### config.mk
export PLATFORM = sky130hd
export DESIGN_NAME = pyrite_bpi_flash_seq
export DESIGN_NICKNAME = d
export VERILOG_FILES = /design/src/rtl/pyrite_pkg.sv /design/src/rtl/pyrite_bpi_seq_fsm.sv /design/src/rtl/pyrite_bpi_flash_seq.sv
export SDC_FILE = /design/constraint.sdc
export NUM_CORES = 1
export LEC_CHECK = 0
export CAP_MARGIN = 5
export CORE_UTILIZATION = 56
export CTS_CLUSTER_DIAMETER = 50
export DETAILED_ROUTE_END_ITERATION = 10
export PLACE_DENSITY = 0.84
export SYNTH_ARGS = -nofsm -noshare
export SYNTH_HDL_FRONTEND = slang
export SYNTH_HIERARCHICAL = 1
export SYNTH_SLANG_ARGS = --single-unit
### constraint.sdc
create_clock -name clk -period 6 [get_ports clk]
set_input_delay 0.9 -clock clk [delete_from_list [all_inputs] [get_ports clk]]
set_output_delay 0.9 -clock clk [all_outputs]
set_load 0.005 [all_outputs]
### src/rtl/pyrite_pkg.sv
// ============================================================================
// pyrite_pkg: register map, identity constants and sequencer types shared by
// the Pyrite BPI flash controller.                              Rev 1.0
// ============================================================================
`default_nettype none

package pyrite_pkg;

    localparam logic [7:0] REG_TYPE     = 8'h00;
    localparam logic [7:0] REG_VERSION  = 8'h04;
    localparam logic [7:0] REG_NEXT_HDR = 8'h08;
    localparam logic [7:0] REG_FORMAT   = 8'h0C;
    localparam logic [7:0] REG_CTRL     = 8'h10;
    localparam logic [7:0] REG_ADDR     = 8'h14;
    localparam logic [7:0] REG_DATA     = 8'h18;
    localparam logic [7:0] REG_CMD      = 8'h1C;
    localparam logic [7:0] REG_TIMING   = 8'h20;
    localparam logic [7:0] REG_BOOT     = 8'h24;

    localparam logic [31:0] TYPE_ID    = 32'h0000C122;
    localparam logic [31:0] VERSION_ID = 32'h00002000;
    localparam logic [31:0] BOOT_KEY   = 32'hFEE1DEAD;

    typedef enum logic [2:0] {
        ST_IDLE   = 3'd0,
        ST_ADDR   = 3'd1,
        ST_SETUP  = 3'd2,
        ST_STROBE = 3'd3,
        ST_HOLD   = 3'd4
    } seq_state_e;

    // Field order matches the timing register layout {H, P, S}.
    typedef struct packed {
        logic [7:0] h;
        logic [7:0] p;
        logic [7:0] s;
    } timing_t;

    function automatic logic [7:0] strobe_len(input logic [7:0] p);
        return (p == 8'd0) ? 8'd0 : p - 8'd1;
    endfunction

endpackage

`default_nettype wire

### src/rtl/pyrite_bpi_seq_fsm.sv
// ============================================================================
// pyrite_bpi_seq_fsm: hardware-timed single flash access (ADDR/SETUP/STROBE/
// HOLD) with registered pin drive and read-data capture.       Rev 1.0
// ============================================================================
`default_nettype none

module pyrite_bpi_seq_fsm
    import pyrite_pkg::*;
#(
    parameter int DATA_W = 16
) (
    input  logic              clk,
    input  logic              rst,
    input  logic              start_i,
    input  logic              is_write_i,
    input  timing_t           timing_i,
    input  logic [DATA_W-1:0] dq_i,
    output logic              busy_o,
    output logic              done_o,
    output logic [DATA_W-1:0] rdata_o,
    output logic              ce_n_o,
    output logic              oe_n_o,
    output logic              we_n_o,
    output logic              adv_n_o,
    output logic              dq_oe_o
);

    seq_state_e state_q;
    logic [7:0] cnt_q;
    timing_t    tim_q;
    logic       wr_q;

    // Final busy cycle; the top uses it to auto-increment on the exit edge.
    assign done_o = ((state_q == ST_STROBE) && (cnt_q == 8'd0) && (tim_q.h == 8'd0))
                 || ((state_q == ST_HOLD) && (cnt_q == 8'd0));

    always_ff @(posedge clk or posedge rst) begin
        if (rst) begin
            state_q <= ST_IDLE;
            cnt_q   <= 8'd0;
            tim_q   <= '0;
            wr_q    <= 1'b0;
            busy_o  <= 1'b0;
            rdata_o <= '0;
            ce_n_o  <= 1'b1;
            oe_n_o  <= 1'b1;
            we_n_o  <= 1'b1;
            adv_n_o <= 1'b1;
            dq_oe_o <= 1'b0;
        end else begin
            case (state_q)
                ST_IDLE: begin
                    if (start_i) begin
                        state_q <= ST_ADDR;
                        busy_o  <= 1'b1;
                        tim_q   <= timing_i;
                        wr_q    <= is_write_i;
                        ce_n_o  <= 1'b0;
                        adv_n_o <= 1'b0;
                        dq_oe_o <= is_write_i;
                    end
                end
                ST_ADDR: begin
                    adv_n_o <= 1'b1;
                    if (tim_q.s != 8'd0) begin
                        state_q <= ST_SETUP;
                        cnt_q   <= tim_q.s - 8'd1;
                    end else begin
                        state_q <= ST_STROBE;
                        cnt_q   <= strobe_len(tim_q.p);
                        oe_n_o  <= wr_q;
                        we_n_o  <= !wr_q;
                    end
                end
                ST_SETUP: begin
                    if (cnt_q == 8'd0) begin
                        state_q <= ST_STROBE;
                        cnt_q   <= strobe_len(tim_q.p);
                        oe_n_o  <= wr_q;
                        we_n_o  <= !wr_q;
                    end else begin
                        cnt_q <= cnt_q - 8'd1;
                    end
                end
                ST_STROBE: begin
                    if (cnt_q == 8'd0) begin
                        if (!wr_q) begin
                            rdata_o <= dq_i;
                        end
                        oe_n_o <= 1'b1;
                        we_n_o <= 1'b1;
                        if (tim_q.h != 8'd0) begin
                            state_q <= ST_HOLD;
                            cnt_q   <= tim_q.h - 8'd1;
                        end else begin
                            state_q <= ST_IDLE;
                            busy_o  <= 1'b0;
                            ce_n_o  <= 1'b1;
                            dq_oe_o <= 1'b0;
                        end
                    end else begin
                        cnt_q <= cnt_q - 8'd1;
                    end
                end
                ST_HOLD: begin
                    if (cnt_q == 8'd0) begin
                        state_q <= ST_IDLE;
                        busy_o  <= 1'b0;
                        ce_n_o  <= 1'b1;
                        dq_oe_o <= 1'b0;
                    end else begin
                        cnt_q <= cnt_q - 8'd1;
                    end
                end
                default: begin
                    state_q <= ST_IDLE;
                end
            endcase
        end
    end

endmodule

`default_nettype wire

### src/rtl/pyrite_bpi_flash_seq.sv
// ============================================================================
// pyrite_bpi_flash_seq: APB register file for the Pyrite BPI flash controller,
// manual bit-bang pins plus a hardware access sequencer.       Rev 1.0
// ============================================================================
`default_nettype none

module pyrite_bpi_flash_seq
    import pyrite_pkg::*;
#(
    parameter int          FLASH_DATA_W       = 16,
    parameter int          FLASH_ADDR_W       = 23,
    parameter int          FLASH_RGN_W        = 1,
    parameter int          FLASH_SEG_COUNT    = 2,
    parameter int          FLASH_SEG_DEFAULT  = 1,
    parameter int          FLASH_SEG_FALLBACK = 0,
    parameter logic [31:0] FLASH_SEG0_SIZE    = 32'h0,
    parameter logic [7:0]  NEXT_HDR           = 8'h00,
    parameter int          T_SETUP_DEFAULT    = 2,
    parameter int          T_STROBE_DEFAULT   = 8,
    parameter int          T_HOLD_DEFAULT     = 2
) (
    input  logic                    clk,
    input  logic                    rst,
    input  logic [7:0]              s_apb_paddr_i,
    input  logic                    s_apb_psel_i,
    input  logic                    s_apb_penable_i,
    input  logic                    s_apb_pwrite_i,
    input  logic [31:0]             s_apb_pwdata_i,
    input  logic [3:0]              s_apb_pstrb_i,
    output logic [31:0]             s_apb_prdata_o,
    output logic                    s_apb_pready_o,
    output logic                    s_apb_pslverr_o,
    output logic                    s_apb_pruser_o,
    output logic                    s_apb_pbuser_o,
    output logic                    fpga_boot,
    input  logic [FLASH_DATA_W-1:0] flash_dq_i,
    output logic [FLASH_DATA_W-1:0] flash_dq_o,
    output logic                    flash_dq_oe,
    output logic [FLASH_ADDR_W-1:0] flash_addr,
    output logic [FLASH_RGN_W-1:0]  flash_region,
    output logic                    flash_region_oe,
    output logic                    flash_ce_n,
    output logic                    flash_oe_n,
    output logic                    flash_we_n,
    output logic                    flash_adv_n
);

    localparam int FA_W = FLASH_ADDR_W + FLASH_RGN_W;

    logic                    pready_q;
    logic [31:0]             prdata_q;
    logic                    boot_q;
    logic                    ce_n_q, oe_n_q, we_n_q, adv_n_q;
    logic                    dq_oe_q, rgn_oe_q, mode_q;
    logic [FA_W-1:0]         fa_q, fa_d;
    logic [FLASH_DATA_W-1:0] dq_o_q;
    timing_t                 timing_q;
    logic                    autoinc_q;
    logic                    err_q, err_d;
    logic [31:0]             rd_d;

    logic                    seq_busy, seq_done;
    logic [FLASH_DATA_W-1:0] seq_rdata;
    logic                    seq_ce_n, seq_oe_n, seq_we_n, seq_adv_n, seq_dq_oe;

    logic [7:0] w_reg;
    logic       w_acc, w_wr, w_rd, w_cmd_wr, w_start_req, w_start, w_cfg_wr, w_err_set;
    logic       w_unused;

    assign w_reg       = {s_apb_paddr_i[7:2], 2'b00};
    assign w_acc       = s_apb_psel_i && s_apb_penable_i && !pready_q;
    assign w_wr        = w_acc && s_apb_pwrite_i;
    assign w_rd        = w_acc && !s_apb_pwrite_i;
    assign w_cmd_wr    = w_wr && (w_reg == REG_CMD);
    assign w_start_req = w_cmd_wr && (s_apb_pwdata_i[1:0] != 2'b00);
    assign w_start     = w_start_req && mode_q && !seq_busy
                      && (s_apb_pwdata_i[0] ^ s_apb_pwdata_i[1]);
    assign w_cfg_wr    = w_wr && ((w_reg == REG_CTRL) || (w_reg == REG_ADDR)
                      || (w_reg == REG_DATA) || (w_reg == REG_TIMING));
    // A refused start and any config write during a sequence both flag err.
    assign w_err_set   = (w_start_req && !w_start) || (w_cfg_wr && seq_busy);
    assign w_unused    = &{1'b0, s_apb_paddr_i[1:0], s_apb_pwdata_i};

    always_comb begin
        err_d = err_q;
        if (w_err_set) begin
            err_d = 1'b1;
        end else if (w_cmd_wr && s_apb_pwdata_i[17]) begin
            err_d = 1'b0;
        end
    end

    always_comb begin
        fa_d = fa_q;
        if (seq_done && autoinc_q) begin
            fa_d = fa_q + FA_W'(1);
        end else if (w_wr && !seq_busy && (w_reg == REG_ADDR)) begin
            fa_d = s_apb_pwdata_i[FA_W-1:0];
        end
    end

    always_comb begin
        rd_d = 32'h0;
        case (w_reg)
            REG_TYPE:     rd_d = TYPE_ID;
            REG_VERSION:  rd_d = VERSION_ID;
            REG_NEXT_HDR: rd_d = {24'h0, NEXT_HDR};
            REG_FORMAT:   rd_d = {FLASH_SEG0_SIZE[31:12], 4'(FLASH_SEG_FALLBACK),
                                  4'(FLASH_SEG_DEFAULT), 4'(FLASH_SEG_COUNT)};
            REG_CTRL:     rd_d = {7'h0, mode_q, 7'h0, rgn_oe_q, 7'h0, dq_oe_q,
                                  4'h0, adv_n_q, we_n_q, oe_n_q, ce_n_q};
            REG_ADDR:     rd_d = 32'(fa_q);
            REG_DATA:     rd_d = mode_q ? 32'(seq_rdata) : 32'(flash_dq_i);
            REG_CMD:      rd_d = {14'h0, err_q, seq_busy, 16'h0};
            REG_TIMING:   rd_d = {8'h0, timing_q};
            REG_BOOT:     rd_d = {31'h0, boot_q};
            default:      rd_d = 32'h0;
        endcase
    end

    always_ff @(posedge clk or posedge rst) begin
        if (rst) begin
            pready_q  <= 1'b0;
            prdata_q  <= 32'h0;
            boot_q    <= 1'b0;
            ce_n_q    <= 1'b1;
            oe_n_q    <= 1'b1;
            we_n_q    <= 1'b1;
            adv_n_q   <= 1'b1;
            dq_oe_q   <= 1'b0;
            rgn_oe_q  <= 1'b0;
            mode_q    <= 1'b0;
            fa_q      <= '0;
            dq_o_q    <= '0;
            timing_q  <= {8'(T_HOLD_DEFAULT), 8'(T_STROBE_DEFAULT), 8'(T_SETUP_DEFAULT)};
            autoinc_q <= 1'b0;
            err_q     <= 1'b0;
        end else begin
            pready_q <= w_acc;
            fa_q     <= fa_d;
            err_q    <= err_d;
            if (w_rd) begin
                prdata_q <= rd_d;
            end
            if (w_start) begin
                autoinc_q <= s_apb_pwdata_i[8];
            end
            if (w_wr && (w_reg == REG_BOOT)) begin
                boot_q <= (s_apb_pwdata_i == BOOT_KEY);
            end
            if (w_wr && !seq_busy) begin
                case (w_reg)
                    REG_CTRL: begin
                        if (s_apb_pstrb_i[0]) begin
                            ce_n_q  <= s_apb_pwdata_i[0];
                            oe_n_q  <= s_apb_pwdata_i[1];
                            we_n_q  <= s_apb_pwdata_i[2];
                            adv_n_q <= s_apb_pwdata_i[3];
                        end
                        if (s_apb_pstrb_i[1]) dq_oe_q  <= s_apb_pwdata_i[8];
                        if (s_apb_pstrb_i[2]) rgn_oe_q <= s_apb_pwdata_i[16];
                        if (s_apb_pstrb_i[3]) mode_q   <= s_apb_pwdata_i[24];
                    end
                    REG_DATA:   dq_o_q   <= s_apb_pwdata_i[FLASH_DATA_W-1:0];
                    REG_TIMING: timing_q <= s_apb_pwdata_i[23:0];
                    default: ;
                endcase
            end
        end
    end

    pyrite_bpi_seq_fsm #(
        .DATA_W (FLASH_DATA_W)
    ) u_fsm (
        .clk        (clk),
        .rst        (rst),
        .start_i    (w_start),
        .is_write_i (s_apb_pwdata_i[1]),
        .timing_i   (timing_q),
        .dq_i       (flash_dq_i),
        .busy_o     (seq_busy),
        .done_o     (seq_done),
        .rdata_o    (seq_rdata),
        .ce_n_o     (seq_ce_n),
        .oe_n_o     (seq_oe_n),
        .we_n_o     (seq_we_n),
        .adv_n_o    (seq_adv_n),
        .dq_oe_o    (seq_dq_oe)
    );

    assign s_apb_prdata_o  = prdata_q;
    assign s_apb_pready_o  = pready_q;
    assign s_apb_pslverr_o = 1'b0;
    assign s_apb_pruser_o  = 1'b0;
    assign s_apb_pbuser_o  = 1'b0;
    assign fpga_boot       = boot_q;
    assign flash_dq_o      = dq_o_q;
    assign flash_addr      = fa_q[FLASH_ADDR_W-1:0];
    assign flash_region    = fa_q[FA_W-1:FLASH_ADDR_W];
    assign flash_region_oe = rgn_oe_q;
    assign flash_ce_n      = mode_q ? seq_ce_n  : ce_n_q;
    assign flash_oe_n      = mode_q ? seq_oe_n  : oe_n_q;
    assign flash_we_n      = mode_q ? seq_we_n  : we_n_q;
    assign flash_adv_n     = mode_q ? seq_adv_n : adv_n_q;
    assign flash_dq_oe     = mode_q ? seq_dq_oe : dq_oe_q;

endmodule

`default_nettype wire

==> impl_results.md, run 1 <==
- Routed via count: 7576
- Adder-cell share of the synthesized area: 1.444%
- TritonRoute pass-1 iters: 7
- Number of synthesized flops with an enable pin: 0
- Hold_sp: s_apb_prdata_o[24]$_DFFE_PP0P_
- Die width: approximately 130 um
- Levels on crit path: 10
- H-tree depth: 4
- Worst setup EP type: flip-flop
- First-pass GRT wire length: 39250 um
- Worst EP required: ~6.3 ns
- Worst path cell trace: inv_1, ha_1, nor3b_1, nand2_1, nor2_1, and2_1, nand4_1, or2_2, o22a_1, o21a_1
- Delay-heaviest family, CP: simple AND/OR/NAND/NOR gates
- Hold Crit Depth: 2
- Status: finished, final reports clean
- Worst Setup Start Kind: flip-flop
- Clock Sinks: 158
- Clock skew: between 0.008 and 0.009 ns
- Post_cts resized: 0
- Period utilization: 65.75%
- Proportion of synthesized area in mux cells: 12.33%
- Number of I/O port buffers: 135
- Overflow after GRT: 0
- Area grow syn2layout: 21.67%
- Synthesized area per cell: 9.905 um2
- Starting Density: between 50% and 60%
- Total CTS buffers: 17
- Peak VDD IR: 0.0002384 V
- Post-route antenna net violation count: 0
- Pins over their slew limit: 0
- Max Cap Viol: 0
- Synth top cells by count: dfrtp_1, nand2_1, nor2_1
- Static Leakage: 4.514 nW
- Unrepaired setup endpoints after global routing: no
- Layout cells sized above 1: 14.70%
- Asr flop ratio synth: 100.0%
- Crit path kind: flip-flop to flip-flop
- Seq cells post-synth: 158
- Clk Latency, worst-skew pair: ~0.43 ns
- Power per cell area: 229.7 nW/um2
- Final Hold Fails: 0
- Filler cells: 1158
- Post-Layout Cell Count: 1188
- Height of the die: 126.4 um
- Worst path slowest cell: and2_1
- Count leader, synth: dfrtp_1
- Nets@finish: 1062
- Largest family of logic cells by synthesized area: simple AND/OR/NAND/NOR gates
- CP max stage delay: 0.72 ns
- Sequential share of the synthesized area: 45.78%
- Iter 0 DRT Violations: 948
- Routed Wire Length: 25550 um
- IO Pins: between 100 and 150
- Largest net degree at the start of global routing: 59
- Fin util: 69.62%
- Arr. time, crit path: 4.26 ns
- Post-Synth XOR/XNOR Area: around 1.4%
- Design Area, Final: 10550 um2
- Worst-margin pin slew: about 1.2 ns
- Crit Path Max Fanout: 21
- Antenna violations before repair: 0
- Syn. warnings: 6
- Cell Area, Synth: approximately 8700 um2
- Row cnt: between 40 and 50
- Bufs on Longest Clock Path: 2
- Max Freq: 0.2535 GHz
- Ant diodes: 0
- Number of cells after detailed placement: 1156
- Main synth FF type: dfrtp_1
- Synth Area in Compound Gates: 14.41%
- Post-DP Area: between 9000 and 10000 um2
- Root Buffer: clkbuf_16
- Routed wire length per instance: 21.51 um
- Post-CTS Hold Buffers: 0
- All-layer global routing usage: 32.52%
- Top cell type's share of synthesized area: 42.44%
- Worst flop-to-flop path startpoint: u_fsm/cnt_q[0]$_DFFE_PP0P_
- FF-to-FF path depth: 10
- Die Area: 15980 um2
- Via/cell ratio: 6.377
- Critical path buffers and inverters: 1
- Vias in the first global route: 7123
- CTS clk-pin slew, worst paths: 0.06 ns
- DRC Markers: 0
- Min-delay worst type: flip-flop to flip-flop
- Synth Area in Simple Gates: 19.59%
- Setup TNS Final: 0 ns
- Placer Congestion: 0.9834
- Cell taking the most area after synthesis: dfrtp_1
- Final setup fails: 0
- Synth top area cells: dfrtp_1, mux2_2, nand2_1, nor2_1, dfstp_2
- Final min period: 3.945 ns
- Distinct cells, synth: 82
- Crit path from: u_fsm/cnt_q[0]$_DFFE_PP0P_
- TritonCTS clock tree: built
- Postcts setup bufs: 0
- WHS: 0.4764 ns
- Cells after Synth: 875
- Core ar.: between 15000 and 20000 um2
- Relative slew slack: 22.64%
- Post-DP HPWL: ~19000 um
-- cells in the final DEF, fill, tap and decap left out, types with 12 or more instances in the layout --
| master | count |
|---|---|
| nor2_1 | 79 |
| clkdlybuf4s50_1 | 135 |
| mux2_4 | 19 |
| inv_1 | 24 |
| clkbuf_16 | 17 |
| nand2_1 | 135 |
| nand4_1 | 14 |
| a21oi_1 | 40 |
| mux2i_1 | 13 |
| nand3_1 | 20 |
| mux2_2 | 56 |
| o21ai_0 | 42 |
| nor3_1 | 12 |
| dfrtp_1 | 147 |
-- layer usage --
layer | global-route usage [%] | routed length (um)
met1 | 45.80 | 10790
met5 | 0 | 0
met3 | 9.194 | 2756
met2 | 48.07 | 11290
met4 | 11.76 | 721
-- stage by stage --
step | setup WS [ns] | total power [mW]
after global routing | 1.867 | 2.494
after detailed placement | 2.124 | 1.403
final | 2.055 | 2.422
after CTS | 2.104 | 2.421
after floorplan | 2.493 | 1.251
after global placement | 2.208 | 1.399
-- path summary, 6_finish.rpt --
| kind | endpoint | slack [ns] |
|---|---|---|
| max | fa_q[17]$_DFFE_PP0P_ | 2.06 |
| min | s_apb_prdata_o[24]$_DFFE_PP0P_ | 0.48 |
| max reg2reg | fa_q[17]$_DFFE_PP0P_ | 2.06 |
| min reg2reg | s_apb_prdata_o[24]$_DFFE_PP0P_ | 0.48 |
| max in group asynchronous | fa_q[18]$_DFFE_PP0P_ | 3.93 |
| min in group asynchronous | flash_dq_o[6]$_DFFE_PP0P_ | 1.01 |
-- area by class of cell --
type                            count  area, um2  share of cell area (%)
Clock buffer                       20      446.7                   4.236
Clock inverter                     12      113.9                   1.080
Inverter                           26      100.1                  0.9492
Multi-Input combinational cell    645       4300                   40.78
Sequential cell                   158       3968                   37.62
Tap cell                          188      235.2                   2.231
Timing Repair Buffer              139       1381                   13.10
-- worst register-to-register path: stages, from the launching register on --
cell and delay (ns):
dfrtp_1 0.42, inv_1 0.12, ha_1 0.15, nor3b_1 0.43, nand2_1 0.42, nor2_1 0.35
and2_1 0.72, nand4_1 0.49, or2_2 0.47, o22a_1 0.19, o21a_1 0.10
-- where the power goes --
group / switching (mW) / leakage, nW / internal, mW
Combinational: 0.108 / 2.22 / 0.130
Sequential: 0.0479 / 2.03 / 1.10
Clock: 0.447 / 0.263 / 0.584
Total: 0.604 / 4.51 / 1.82
-- sequential cells by signal, summed over array words and instances, names as in the netlist, 3 cells and up --
name / cells
s_apb_prdata_o: 25
fa_q: 24
timing_q: 24
u_fsm/tim_q: 24
flash_dq_o: 16
u_fsm/rdata_o: 16
u_fsm/cnt_q: 8
u_fsm/state_q: 3
-- cells by family after synthesis --
family,count (synthesis)
compound gates,182
simple gates,339
mux,90
fa+ha+maj,10
other cells,1
buf+inv,81
flops,158
xor+xnor,14
No activity file was read; power rests on OpenSTA's default activity.
==> run 2: changes to the inputs <==
CORE_UTILIZATION = 49   (was 56)
PLACE_DENSITY = 0.78   (was 0.84)
clock period = 3.6 ns   (was 6 ns; I/O delays follow)
==> impl_results.md, run 2 (same netlist as run 1, synthesis figures left out) <==
- Worst path cell trace: or4_4, nor4b_4, a21oi_1, nor2_1, and2_1, nand4_1, or2_2, o22a_1, o21a_1
- Arr. time, crit path: 3.52 ns
- Total CTS buffers: 17
- Starting Density: 50.11%
- Peak VDD IR: 0.0003875 V
- Relative slew slack: 24.35%
- Clock power share: approximately 43%
- Pins over their slew limit: 0
- H-tree depth: 4
- Worst EP required: 3.92 ns
- Register Area: around 4000 um2
- Routed Wire Length: 26640 um
- Ant diodes: 0
- Area of the multi-input gates: 4303 um2
- Filler cells: 1413
- Area grow syn2layout: 23.83%
- TritonCTS clock tree: built
- All-layer global routing usage: 30.06%
- Sw Ratio: between 20 and 30%
- Postcts setup bufs: 0
- Max Cap Viol: 0
- Row cnt: 48
- Antenna violations before repair: 0
- CTS clk-pin slew, worst paths: 0.07 ns
- Max Freq: 0.3126 GHz
- Worst Setup Start Kind: flip-flop
- Final Worst Setup Slack: 0.4014 ns
- Post_cts resized: 0
- Pint: 3.051 mW
- Reg power frac: a little under half
- Overflow after GRT: 0
- R2R Setup Slk: 0.40 ns
- DRC Markers: 0
- Nets@finish: 1074
- Unrepaired setup endpoints after global routing: no
- Hold Crit Depth: 1
- Switching power: 1.052 mW
- Crit path from: u_fsm/tim_q[18]$_DFFE_PP0P_
- Largest net degree at the start of global routing: 74
- CP max stage delay: between 0.5 and 0.6 ns
- Worst flop-to-flop path startpoint: u_fsm/tim_q[18]$_DFFE_PP0P_
- Via/cell ratio: between 6 and 7
- Post-CTS Hold Buffers: 0
- Worst R2R End: fa_q[17]$_DFFE_PP0P_
- Worst-margin pin slew: 1.135 ns
- Final Hold Fails: 0
- First-pass GRT wire length: 41080 um
- Final min period: 3.199 ns
- Period utilization: 88.85%
- Crit path kind: flip-flop to flip-flop
- Die width: 135.0 um
- Place WS: 0.4823 ns
- Die Area: 18220 um2
- FF-to-FF path depth: 9
- Worst path slowest cell: or4_4
- Power per cell area: ~380 nW/um2
- Root Buffer: clkbuf_16
- TritonRoute pass-1 iters: 8
- IO Pins: 148
- Static Leakage: 4.592 nW
- CP endpoint: fa_q[17]$_DFFE_PP0P_
- Layout cells sized above 1: 15.81%
- Most frequent cells in the layout: dfrtp_1, nand2_1, clkdlybuf4s50_1, nor2_1, mux2_2
- Status: finished, final reports clean
- Max reg flops: 25
- Routed via count: 7666
- Most common cell after layout, fill and taps aside: dfrtp_1
- Clock Sinks: 158
- Crit Path Max Fanout: 7
- Worst setup EP type: flip-flop
- Bufs on Longest Clock Path: 2
- Final setup fails: 0
- WHS: between 0.4 and 0.5 ns
- Overall power: 4.103 mW
- Clock skew: 0.01108 ns
- Routed wire length per instance: 21.54 um
- Post-route antenna net violation count: 0
- Post-DP HPWL: 19500 um
- Setup TNS Final: 0 ns
- Clk Latency, worst-skew pair: 0.44 ns
- Number of I/O port buffers: 135
- Height of the die: 135.0 um
- Combinational share of power: under 10%
- Vias in the first global route: 7368
- Iter 0 DRT Violations: 923
- Placer Congestion: 0.9734
- Core ar.: 17300 um2
- Min-delay worst type: flip-flop to flip-flop
[run 2: changes by cell type in the layout (fill, tap and decap cells not counted), moves of 2 or more]
cell / delta
clkinv_4: -2
clkinv_2: -2
buf_12: +3
buf_4: +9
inv_6: +4
[run 2: how the worst min path moves through the flow]
stage | slack [ns] | start | endpoint
finish | 0.46 | u_fsm/wr_q$_DFFE_PP0P_ | u_fsm/we_n_o$_DFFE_PP1P_
global route | 0.50 | u_fsm/wr_q$_DFFE_PP0P_ | u_fsm/we_n_o$_DFFE_PP1P_
CTS | 0.46 | u_fsm/wr_q$_DFFE_PP0P_ | u_fsm/we_n_o$_DFFE_PP1P_
detailed placement | 0.45 | u_fsm/wr_q$_DFFE_PP0P_ | u_fsm/we_n_o$_DFFE_PP1P_
global placement | 0.45 | u_fsm/wr_q$_DFFE_PP0P_ | u_fsm/we_n_o$_DFFE_PP1P_
floorplan | 0.44 | u_fsm/wr_q$_DFFE_PP0P_ | u_fsm/we_n_o$_DFFE_PP1P_
[run 2: final cells by class]
type,count,area share (%)
Multi-Input combinational cell,645,40.09
Timing Repair Buffer,151,14.06
Inverter,26,0.9326
Sequential cell,158,36.97
Tap cell,225,2.623
Clock buffer,20,4.162
Clock inverter,12,1.166
[run 2: worst max-delay path: cells and delay by family (launching register included)]
kind	cells	cell delay [ns]
simple gates	6	2.25
flops	1	0.42
compound gates	3	0.41
[run 2: metal layers]
metal | track usage [%] | wire length [um]
met3 | 8.446 | 2782
met1 | 41.09 | 11210
met2 | 44.87 | 11630
met4 | 12.36 | 1021
met5 | 0 | 0
[run 2: metrics by stage]
| stage | std cells | area, um2 | util (%) |
|---|---|---|---|
| after floorplan | 884 | 8701 | - |
| after global routing | 1237 | 10730 | 62.05 |
| after detailed placement | 1205 | 10160 | 58.75 |
| after CTS | 1237 | 10730 | 62.05 |
| after global placement | 1205 | 10160 | 58.75 |
| final | 1237 | 10730 | 62.05 |
[run 2: power by group through the flow]
stage | Clock [mW] | Combinational (mW) | Sequential [mW]
2_1_floorplan | 0 | 0.164 | 1.92
6_report | 1.77 | 0.406 | 1.92
3_3_place_gp | 0 | 0.396 | 1.95
5_1_grt | 1.85 | 0.438 | 1.93
3_5_place_dp | 0 | 0.402 | 1.95
4_1_cts | 1.79 | 0.406 | 1.92
==> run 3: changes to the inputs <==
CORE_UTILIZATION = 58   (was 49)
PLACE_DENSITY = 0.86   (was 0.78)
SETUP_SLACK_MARGIN = 0.3   (was not set)
clock period = 4.1 ns   (was 3.6 ns; I/O delays follow)
==> impl_results.md, run 3 (same netlist as run 1, synthesis figures left out) <==
- Worst-margin pin slew: about 1.1 ns
- Number of I/O port buffers: around 140
- Static Leakage: 4.583 nW
- Register Area: 3968 um2
- Status: finished, final reports clean
- Worst EP required: between 4 and 5 ns
- Largest net degree at the start of global routing: 62
- Clock Sinks: 158
- Postcts setup bufs: 0
- Peak VDD IR: 0.0003238 V
- Height of the die: 124.2 um
- Final setup fails: 0
- Arr. time, crit path: 3.55 ns
- R2R Setup Slk: 0.88 ns
- Via/cell ratio: between 6 and 7
- Setup TNS Final: 0 ns
- Worst Setup Start Kind: flip-flop
- H-tree depth: 4
- Most frequent cells in the layout: dfrtp_1, nand2_1, clkdlybuf4s50_1, nor2_1, mux2_2
- Unrepaired setup endpoints after global routing: no
- Crit Path Max Fanout: 12
- WHS: 0.4825 ns
- TritonRoute pass-1 iters: 5
- All-layer global routing usage: a little over a third
- TritonCTS clock tree: built
- Post-route antenna net violation count: 0
- Die Area: 15440 um2
- DRC Markers: 0
- Routed wire length per instance: approximately 22 um
- Ant diodes: 0
- Final Hold Fails: 0
- Routed Wire Length: 26450 um
- Placer Congestion: 0.9870
- Clock skew: 0.007813 ns
- Max reg flops: 25
- Row cnt: 44
- Post_cts resized: 0
- Iter 0 DRT Violations: 1122
- Max Freq: 0.3108 GHz
- Final min period: between 3 and 4 ns
- Vias in the first global route: 7420
- Starting Density: 59.63%
- Pins over their slew limit: 0
- Place WS: ~0.90 ns
- Post-DP HPWL: 18910 um
- Fin util: roughly 73%
- Hold Crit Depth: 1
- Nets@finish: ~1100
- Routed via count: around 7700
- Clk Latency, worst-skew pair: approximately 0.44 ns
- Antenna violations before repair: 0
- Min-delay worst type: flip-flop to flip-flop
- Power per cell area: about 350 nW/um2
- Max Cap Viol: 0
- Crit path kind: flip-flop to flip-flop
- CTS clk-pin slew, worst paths: 0.06 ns
- Die width: 124.2 um
- First-pass GRT wire length: 41860 um
- Overall power: 3.682 mW
- FF-to-FF path depth: 10
- Layout cells sized above 1: roughly 15%
- Post-CTS Hold Buffers: 0
- IO Pins: 148
- Root Buffer: clkbuf_16
- Bufs on Longest Clock Path: 2
- Area of the multi-input gates: 4303 um2
- Worst setup EP type: flip-flop
- Final Worst Setup Slack: ~0.9 ns
- Area grow syn2layout: 22.75%
- Filler cells: 1048
- Total CTS buffers: 17
- Overflow after GRT: 0
- Most common cell after layout, fill and taps aside: dfrtp_1
- Period utilization: between 70% and 80%
- Relative slew slack: a little over a quarter
- Core ar.: 14530 um2
-- run 3: cell types whose count changed in the layout (fill, tap and decap cells not counted), sizes merged --
cell      delta
clkinv       +2
buf          -5
bufinv       +2
inv          -5
clkinvlp     -2
clkbuf       +1
-- run 3: per-layer routing --
| metal | up-vias | GRT usage, % | part of all wire [%] |
|---|---|---|---|
| met2 | 511 | 52.91 | 46 |
| met1 | 3775 | 49.38 | 41 |
| li1 | 3378 | - | - |
| met3 | 57 | 9.353 | 11 |
| met4 | 0 | 11.62 | 2.7 |
| met5 | - | 0 | 0 |
-- run 3: path summary, 6_finish.rpt --
path / to / from
worst max-delay path: fa_q[17]$_DFFE_PP0P_ / u_fsm/cnt_q[0]$_DFFE_PP0P_
worst min-delay path: u_fsm/we_n_o$_DFFE_PP1P_ / u_fsm/wr_q$_DFFE_PP0P_
worst max register to register: fa_q[17]$_DFFE_PP0P_ / u_fsm/cnt_q[0]$_DFFE_PP0P_
worst min register to register: u_fsm/we_n_o$_DFFE_PP1P_ / u_fsm/wr_q$_DFFE_PP0P_
max in group asynchronous: ce_n_q$_DFFE_PP1P_ / rst
min in group asynchronous: u_fsm/tim_q[4]$_DFFE_PP0P_ / rst
-- run 3: worst max-delay path: stages, from the launching register on --
cell	delay, ns
dfrtp_1	0.42
inv_1	0.12
ha_1	0.14
nor3b_1	0.39
nand2_1	0.40
nor2_1	0.37
and2_1	0.23
nand4_1	0.32
or2_2	0.45
o22a_1	0.18
o21a_1	0.10
-- run 3: layout make-up --
type,count,share of cell area [%]
Clock buffer,21,4.422
Clock inverter,9,1.258
Inverter,26,0.9408
Multi-Input combinational cell,645,40.44
Sequential cell,158,37.29
Tap cell,184,2.164
Timing Repair Buffer,146,13.48
-- run 3: where the power goes --
part           total, mW  leakage, nW  switching (mW)  internal, mW
clock network       1.64        0.296           0.640          1.00
logic              0.354         2.25           0.160         0.193
registers           1.69         2.03          0.0713          1.62
total               3.68         4.58           0.871          2.81
-- run 3: metrics by stage --
step,instance area (um2),instances
detailed placement,10030,1159
CTS,10640,1189
floorplan,8701,884
finish,10640,1189
global placement,10030,1159
global route,10640,1189
